`src/rtl/pf_ccc_dri_sequencer.sv`:
```
// -----------------------------------------------------------------------------
// pf_ccc_dri_sequencer
//
// Initiator for the PolarFire CCC/PLL dynamic reconfiguration interface (DRI).
// Accepts one register read or write command at a time and drives the PLL DRI
// pins. Read data is captured from DRI_RDATA. A write can optionally wait for
// the PLL to report a stable lock before it responds. CLK is also the DRI clock.
//
// Ports
//   CLK, RESETN         fabric/DRI clock and synchronous active-low reset
//   CMD_VALID/READY     command handshake (accepted when both are high)
//   CMD_WRITE           1 = register write, 0 = register read
//   CMD_WAIT_LOCK       writes only: hold the response until PLL lock settles
//   CMD_ADDR/WDATA      DRI register address and write data
//   RSP_VALID           one-cycle response pulse (no backpressure)
//   RSP_RDATA/ERR       read data (0 for writes) and lock-timeout flag, held
//   DRI_CTRL            {addr[8:0], write, req} to the PLL
//   DRI_WDATA           write data to the PLL, held until the next write
//   DRI_ARST_N          PLL DRI reset, RESETN delayed by one register
//   DRI_RDATA           read data from the PLL
//   PLL_LOCK / LOCKED   raw asynchronous lock in / 2-flop synchronised lock out
// -----------------------------------------------------------------------------
module pf_ccc_dri_sequencer #(
  parameter int unsigned RD_LAT       = 2,
  parameter int unsigned LOCK_STABLE  = 16,
  parameter int unsigned LOCK_TIMEOUT = 65535
) (
  input  logic        CLK,
  input  logic        RESETN,
  input  logic        CMD_VALID,
  output logic        CMD_READY,
  input  logic        CMD_WRITE,
  input  logic        CMD_WAIT_LOCK,
  input  logic [8:0]  CMD_ADDR,
  input  logic [32:0] CMD_WDATA,
  output logic        RSP_VALID,
  output logic [32:0] RSP_RDATA,
  output logic        RSP_ERR,
  output logic [10:0] DRI_CTRL,
  output logic [32:0] DRI_WDATA,
  output logic        DRI_ARST_N,
  input  logic [32:0] DRI_RDATA,
  input  logic        PLL_LOCK,
  output logic        LOCKED
);

  typedef enum logic [2:0] {
    S_IDLE      = 3'd0,
    S_ISSUE     = 3'd1,
    S_WAIT_RD   = 3'd2,
    S_WAIT_LOCK = 3'd3,
    S_RESP      = 3'd4
  } state_e;

  // WAIT_RD lasts RD_LAT-1 cycles; its counter runs 0..RD_LAT-2. With RD_LAT=1
  // the data is already valid on the edge that ends ISSUE.
  localparam logic [3:0]  RD_LAST     = (RD_LAT >= 32'd2) ? 4'(RD_LAT - 32'd2) : 4'd0;
  localparam logic        RD_DIRECT   = (RD_LAT <= 32'd1);
  localparam logic [7:0]  STABLE_TGT  = 8'(LOCK_STABLE);
  localparam logic [15:0] TIMEOUT_TGT = 16'(LOCK_TIMEOUT);

  // Saturating increments: lock counters never wrap.
  function automatic logic [7:0] sat_inc8(input logic [7:0] v);
    return (v == 8'hFF) ? v : (v + 8'd1);
  endfunction

  function automatic logic [15:0] sat_inc16(input logic [15:0] v);
    return (v == 16'hFFFF) ? v : (v + 16'd1);
  endfunction

  state_e      state_q,     state_d;
  logic        write_q,     write_d;
  logic        wait_lock_q, wait_lock_d;
  logic [3:0]  rd_cnt_q,    rd_cnt_d;
  logic [7:0]  stable_q,    stable_d;
  logic [15:0] timeout_q,   timeout_d;
  logic        ready_q,     ready_d;
  logic        rsp_valid_q, rsp_valid_d;
  logic [32:0] rsp_rdata_q, rsp_rdata_d;
  logic        rsp_err_q,   rsp_err_d;
  logic [10:0] dri_ctrl_q,  dri_ctrl_d;
  logic [32:0] dri_wdata_q, dri_wdata_d;
  logic        lock_meta_q;
  logic        lock_sync_q;
  logic        arst_n_q;

  // Next-state and registered-output computation for the command sequencer.
  always_comb begin
    state_d     = state_q;
    write_d     = write_q;
    wait_lock_d = wait_lock_q;
    rd_cnt_d    = rd_cnt_q;
    stable_d    = stable_q;
    timeout_d   = timeout_q;
    rsp_valid_d = 1'b0;
    rsp_rdata_d = rsp_rdata_q;
    rsp_err_d   = rsp_err_q;
    dri_ctrl_d  = 11'd0;
    dri_wdata_d = dri_wdata_q;

    case (state_q)
      S_IDLE: begin
        // ready_q is what the requester sees, so it qualifies the handshake.
        if (CMD_VALID && ready_q) begin
          write_d     = CMD_WRITE;
          wait_lock_d = CMD_WAIT_LOCK;
          rd_cnt_d    = 4'd0;
          stable_d    = 8'd0;
          timeout_d   = 16'd0;
          // The strobe is registered here so it is on the pins during ISSUE.
          dri_ctrl_d  = {CMD_ADDR, CMD_WRITE, 1'b1};
          if (CMD_WRITE) begin
            dri_wdata_d = CMD_WDATA;
          end else begin
            dri_wdata_d = dri_wdata_q;
          end
          state_d = S_ISSUE;
        end else begin
          state_d = S_IDLE;
        end
      end

      S_ISSUE: begin
        if (write_q) begin
          if (wait_lock_q) begin
            state_d = S_WAIT_LOCK;
          end else begin
            state_d     = S_RESP;
            rsp_valid_d = 1'b1;
            rsp_rdata_d = 33'd0;
            rsp_err_d   = 1'b0;
          end
        end else if (RD_DIRECT) begin
          state_d     = S_RESP;
          rsp_valid_d = 1'b1;
          rsp_rdata_d = DRI_RDATA;
          rsp_err_d   = 1'b0;
        end else begin
          state_d = S_WAIT_RD;
        end
      end

      S_WAIT_RD: begin
        if (rd_cnt_q == RD_LAST) begin
          state_d     = S_RESP;
          rsp_valid_d = 1'b1;
          rsp_rdata_d = DRI_RDATA;
          rsp_err_d   = 1'b0;
        end else begin
          rd_cnt_d = rd_cnt_q + 4'd1;
        end
      end

      S_WAIT_LOCK: begin
        // Any low cycle of the synchronised lock restarts the stability run.
        if (lock_sync_q) begin
          stable_d = sat_inc8(stable_q);
        end else begin
          stable_d = 8'd0;
        end
        timeout_d = sat_inc16(timeout_q);
        // Success is tested first so it wins a same-cycle tie with timeout.
        if (stable_d == STABLE_TGT) begin
          state_d     = S_RESP;
          rsp_valid_d = 1'b1;
          rsp_rdata_d = 33'd0;
          rsp_err_d   = 1'b0;
        end else if (timeout_d == TIMEOUT_TGT) begin
          state_d     = S_RESP;
          rsp_valid_d = 1'b1;
          rsp_rdata_d = 33'd0;
          rsp_err_d   = 1'b1;
        end else begin
          state_d = S_WAIT_LOCK;
        end
      end

      S_RESP: begin
        state_d = S_IDLE;
      end

      default: begin
        state_d = S_IDLE;
      end
    endcase

    ready_d = (state_d == S_IDLE);
  end

  // State, command latches, counters, outputs and lock synchroniser.
  always_ff @(posedge CLK) begin
    if (!RESETN) begin
      state_q     <= S_IDLE;
      write_q     <= 1'b0;
      wait_lock_q <= 1'b0;
      rd_cnt_q    <= 4'd0;
      stable_q    <= 8'd0;
      timeout_q   <= 16'd0;
      ready_q     <= 1'b0;
      rsp_valid_q <= 1'b0;
      rsp_rdata_q <= 33'd0;
      rsp_err_q   <= 1'b0;
      dri_ctrl_q  <= 11'd0;
      dri_wdata_q <= 33'd0;
      lock_meta_q <= 1'b0;
      lock_sync_q <= 1'b0;
    end else begin
      state_q     <= state_d;
      write_q     <= write_d;
      wait_lock_q <= wait_lock_d;
      rd_cnt_q    <= rd_cnt_d;
      stable_q    <= stable_d;
      timeout_q   <= timeout_d;
      ready_q     <= ready_d;
      rsp_valid_q <= rsp_valid_d;
      rsp_rdata_q <= rsp_rdata_d;
      rsp_err_q   <= rsp_err_d;
      dri_ctrl_q  <= dri_ctrl_d;
      dri_wdata_q <= dri_wdata_d;
      lock_meta_q <= PLL_LOCK;
      lock_sync_q <= lock_meta_q;
    end
  end

  // PLL DRI reset follows RESETN one cycle later, so it is low throughout reset.
  always_ff @(posedge CLK) begin
    arst_n_q <= RESETN;
  end

  assign CMD_READY  = ready_q;
  assign RSP_VALID  = rsp_valid_q;
  assign RSP_RDATA  = rsp_rdata_q;
  assign RSP_ERR    = rsp_err_q;
  assign DRI_CTRL   = dri_ctrl_q;
  assign DRI_WDATA  = dri_wdata_q;
  assign DRI_ARST_N = arst_n_q;
  assign LOCKED     = lock_sync_q;

endmodule

```
`config.mk`:
```
export PLATFORM = sky130hd
export DESIGN_NAME = pf_ccc_dri_sequencer
export DESIGN_NICKNAME = d
export VERILOG_FILES = /design/src/rtl/pf_ccc_dri_sequencer.sv
export SDC_FILE = /design/constraint.sdc
export NUM_CORES = 1
export LEC_CHECK = 0
export CAP_MARGIN = 20
export CORE_ASPECT_RATIO = 1.4
export CORE_MARGIN = 2
export CORE_UTILIZATION = 25
export DETAILED_ROUTE_END_ITERATION = 7
export MAX_ROUTING_LAYER = met4
export SLEW_MARGIN = 20
export SYNTH_ARGS = -nofsm -noshare
export SYNTH_HDL_FRONTEND = slang
export SYNTH_SLANG_ARGS = --single-unit
```
`constraint.sdc`:
```
create_clock -name CLK -period 3.1 [get_ports CLK]
set_input_delay 0.31 -clock CLK [delete_from_list [all_inputs] [get_ports CLK]]
set_output_delay 0.31 -clock CLK [all_outputs]
set_load 0.02 [all_outputs]
```
After elaboration in Yosys (flattened, before gate mapping)
Index checks and enable logic that the tools add are counted.
{"block": "word_totals", "regBits": 116, "inputBits": 81, "output_inout_bits": 82, "elab_cells": 83}
{"block": "op_classes", "add_sub_neg": 3, "eq_ne": 13, "muxes": 37, "n_reduce_logical": 14}
{"operator": "2-to-1 mux 33 bit", "count": 5}
{"operator": "case mux 33 bit (3 select lines)", "count": 1}
{"operator": "== test 16 bit, second input constant", "count": 2}
{"operator": "2-to-1 mux 16 bit", "count": 2}
{"operator": "2-to-1 mux 8 bit", "count": 4}
{"operator": "case mux 16 bit (2 select lines)", "count": 1}
{"operator": "adder 16 x 1 -> 16 bit, second input constant", "count": 1}
{"operator": "case mux 8 bit (2 select lines)", "count": 1}
{"operator": "2-to-1 mux 3 bit", "count": 5}
{"operator": "2-to-1 mux 1 bit", "count": 12}
{"operator": "case mux 3 bit (4 select lines)", "count": 1}
{"operator": "!= test 2 bit, second input constant", "count": 5}
{"operator": "AND reduction 3 bit", "count": 3}
{"operator": "adder 8 x 1 -> 8 bit, second input constant", "count": 1}
{"operator": "== test 8 x 5 -> 1 bit, second input constant", "count": 1}
{"operator": "== test 8 bit, second input constant", "count": 1}
{"operator": "2-to-1 mux 4 bit", "count": 2}
{"operator": "case mux 4 bit (2 select lines)", "count": 1}
{"operator": "== test 3 x 2 -> 1 bit, second input constant", "count": 2}
{"operator": "zero test 3 bit", "count": 2}
{"operator": "case mux 1 bit (3 select lines)", "count": 2}
{"operator": "AND reduction 2 bit", "count": 3}
{"operator": "AND reduction 5 bit", "count": 1}
{"operator": "adder 4 x 1 -> 4 bit, second input constant", "count": 1}
{"operator": "other kinds (6)", "count": 7}

Longest topological paths before layout
{"block": "depth", "ltp_word": 8, "depth_mapped": 11, "depth_no_buf": 8}

Worst setup path after synthesis
Ideal clock, no wire load.
{"block": "synth_timing", "path_kind": "register -> register", "start": "reg timeout_q[0]", "end": "reg rsp_rdata_q[25] (netlist: RSP_RDATA[25])", "setup_ps": 72, "arrival_ps": 2663, "t_required_ps": 3028, "slack_ps": 365, "stages_incl_launch_ff": 12, "path_buffers": 3, "period_less_slack_ps": 2735, "cell_sequence": "dfxtp_1 > ha_1 > nand3_4 > or4_4 > buf_6 > mux2i_1 > nor4_1 > nand4_2 > o21ai_2 > buf_6 > buf_8 > mux2i_1"}
{"block": "synth_via", "elab_chain_cells": 5, "elab_cells_between_ends": 6, "cone_classes": "add/sub: 1; eq/ne: 3; mux: 1; reduce/logical: 1"}
{"element": "from (decl)", "line": "76", "source": "logic [15:0] timeout_q, timeout_d;"}
{"element": "from (signal assigned)", "line": "213", "source": "timeout_q <= timeout_d;"}
{"element": "adder 16 x 1 -> 16 bit or == test 16 bit (tied branches)", "line": "68", "source": "return (v == 16'hFFFF) ? v : (v + 16'd1);"}
{"element": "2-to-1 mux 16 bit *", "line": "68"}
{"element": "== test 16 bit *", "line": "168", "source": "end else if (timeout_d == TIMEOUT_TGT) begin"}
{"element": "!= test 3 bit (no source line) *"}
{"element": "AND reduction 5 bit (no source line) *"}
{"element": "to (signal assigned)", "line": "216", "source": "rsp_rdata_q <= rsp_rdata_d;"}
{"element": "to (decl)", "line": "79", "source": "logic [32:0] rsp_rdata_q, rsp_rdata_d;"}
Every way passes the cells marked *; elsewhere a longest branch is shown, timed or not.
A chain may end at the register's enable or synchronous reset.

Final worst setup path
{"block": "layout_timing", "start": "reg timeout_q[0]", "end": "reg rsp_rdata_q[31] (netlist: RSP_RDATA[31])"}
The elaborated chain is that of the path after synthesis.

==> metrics.txt <==
drt total wl=14500 um; n_diodes=0; WL met3=657 um; Critical Path Most Common Cell=mux2i_1; starting density of the core=25.4%; die width=124 um; vias in the first global route=4350; portion of netlist area occupied by mux cells=7.18%; main area contributors after synthesis=dfxtp_1 (46%), nand2_1 (12%), mux2i_1 (7.2%); io pins=163; Nets=843; DR pass1 iterations=4; area fraction of the dominant cell type after synthesis=46.3%; Fin. Hold Viols=0; Slew Limit Fails=0; Antenna Nets Post-Route=0; Lkg Pwr=2.56 nW; f_max=342 MHz; RSZ-0062 raised after global routing=no; Max Cap Violations=0; Cell variety after synth=57; Post-Syn Area=5020 sq um; largest net degree at the start of global routing=56; CP cell instances=ha_1, nand3_4, or4_4, mux2i_1, nor4_2, nand4_2, o21ai_4, buf_12, mux2i_1; CP max-delay cell=or4_4; Worst-Margin Slew=1.05 ns; final worst path period share=94.3%; routed length on met2=7540 um; clock tree sinks=116; Hold Crit Start=RESETN; row count=61; clk buf depth=2; DRC=0; Avg Synthesized Cell Area=8.30 sq um; setup_tns=0 ns; Yosys top cell by area=dfxtp_1; Worst Hold Class=in2reg; status=finished, final reports clean; Buffers on Ports=around 160; Core Region=between 15000 and 20000 sq um; TritonCTS buffer count=17; EDFF count, synth=0; critical path's largest stage delay=between 0.6 and 0.7 ns; endpoint type of the worst setup path=register; PwrDens=509 nW/um^2; fin crit period=2.92 ns; WS Path Type=reg2reg; total power=3.79 mW; Async SR Flop Fraction=0%; Die Span Y=about 170 um; Placer Congestion=0.863; Worst Skew=0.0116 ns; Post-synth top flop=dfxtp_1; Synth Area in Adders=less than 1%; M1 WL=6020 um; Arrival @ worst endpoint=3.27 ns; Final HPWL DP=9960 um; #FFs+latches synth=116; syn_nets=690; largest family of logic cells by synthesized area=simple AND/OR/NAND/NOR gates; global-route wire length before repair=between 20000 and 25000 um; Vias=4664; most frequent cells in the layout=clkdlybuf4s50_1 (161), nand2_1 (159), dfxtp_1 (116); CTS hold repair buffers=0; CTS tree=yes; Area Growth Syn to Fin=48.2%; commonest non-fill, non-tap cell in the layout=clkdlybuf4s50_1; Iter 0 DRT Violations=250; Clock transition at path regs=0.06 ns; startpoint types=register; reg2reg start=timeout_q[0]; XOR/XNOR Fraction of Synth Area=1.05%; clock latency on the worst-skew pair=0.42 ns; DR vias/cell=between 4 and 5; Filler Cell Count=roughly 2000; Seq/Total Area, Yosys=46.3%; maximum vdd drop=~0.00028 V; Critical Path Start=timeout_q[0]; worst path required time=3.44 ns; Synth Area in Compound Gates=around 14%; Simple-Gate Fraction of Synth Area=between 20% and 30%; number of setup violations in the final report=0; antenna violations before repair=0; Overall Global Routing Usage=13.9%; DR top layer=met4; global route total overflow=0; yosys warns=0; H-tree Lvls=4; Slew headroom=29.9%; cells after synthesis=605; Die ar.=21200 sq um; Root Buffer=clkbuf_16; layout cell share with drive strength beyond 1=between 7 and 8%; critical path peak fanout=36; wire length per cell=14.1 um
-- through the flow --
| stage | hold WS [ns] | util [%] | cells | instance area [sq um] | setup WS (ns) |
|---|---|---|---|---|---|
| 2_1_floorplan | 0.338 | - | 605 | 5020 | 0.365 |
| 3_5_place_dp | 0.429 | 34.6 | 991 | 6850 | 0.131 |
| 3_3_place_gp | 0.423 | 34.6 | 991 | 6850 | 0.205 |
| 5_1_grt | 0.256 | 37.6 | 1023 | 7440 | 0.0363 |
| 6_report | 0.233 | 37.6 | 1023 | 7440 | 0.178 |
| 4_1_cts | 0.224 | 37.6 | 1023 | 7430 | 0.104 |
-- where the power goes --
group          total, mW  internal (mW)  switching [mW]  leakage (nW)
Combinational      0.301          0.160           0.141          1.35
Sequential          1.53           1.52          0.0132         0.938
Clock               1.95           1.23           0.727         0.276
-- sequential cells by signal, indices dropped and copies added (netlist names) --
name	cells
RSP_VALID	1
state_q	3
RSP_ERR	1
DRI_CTRL	11
lock_meta_q	1
CMD_READY	1
write_q	1
DRI_ARST_N	1
timeout_q	16
rd_cnt_q	4
DRI_WDATA	33
wait_lock_q	1
stable_q	8
LOCKED	1
RSP_RDATA	33
-- cells by family after synthesis --
family                   Yosys count
multiplexers                      36
AO/OA/AOI/OAI                    117
XOR/XNOR                           6
AND/OR/NAND/NOR                  276
adder cells (fa/ha/maj)            4
buffers and inverters             50
flip-flops                       116
-- area by class of cell --
cell class / count / area (sq um) / area share [%]
multi-input combinational: 439 / 2450 / 33.0
sequential: 116 / 2320 / 31.2
timing repair buffer: 176 / 1730 / 23.3
clock buffer: 21 / 460 / 6.19
tap: 252 / 315 / 4.24
clock inverter: 11 / 126 / 1.70
inverter: 8 / 30.0 / 0.404
-- what timing repair did --
action | 4_1_cts | 5_1_grt
resized for setup | 0 | 1
setup endpoints to repair | 0 | 29
setup buffers | 0 | 0
-- path summary, 6_finish.rpt --
path | to | cells after the start | slack (ns)
setup reg to reg | RSP_RDATA[31] | 9 | 0.18
hold reg to reg | LOCKED | 1 | 0.43
hold / removal | wait_lock_q | 3 | 0.23
setup / recovery | RSP_RDATA[31] | 9 | 0.18
-- layer usage --
layer  global-route usage (%)  up-vias
met2                     23.4      123
met5                        -        -
met1                     16.0     2138
li1                         -     2386
met3                     3.25       17
met4                     5.29        0
-- synth_stat cells (3+ instances only) --
library cell / count
a31oi_1: 9
and3_1: 13
or2_2: 3
or3_1: 3
buf_2: 7
ha_1: 4
o21ai_0: 20
a211oi_1: 3
xnor2_1: 3
nand4_1: 9
clkbuf_1: 29
dfxtp_1: 116
and2_1: 10
nand2_1: 159
nor3_1: 13
nand3_1: 6
nor2_1: 38
nor2b_1: 3
mux2i_1: 36
and4_1: 6
xor2_1: 3
o211a_1: 4
inv_1: 7
a311oi_1: 3
a21oi_1: 55
-- critical path: cells and delay by family (launching register included) --
kind | cells | cell delay [ns]
flops | 1 | 0.43
fa+ha+maj | 1 | 0.31
buf+inv | 1 | 0.27
mux | 2 | 0.38
compound gates | 1 | 0.19
simple gates | 4 | 1.24
Note: power is estimated with default switching activity, not from simulation.
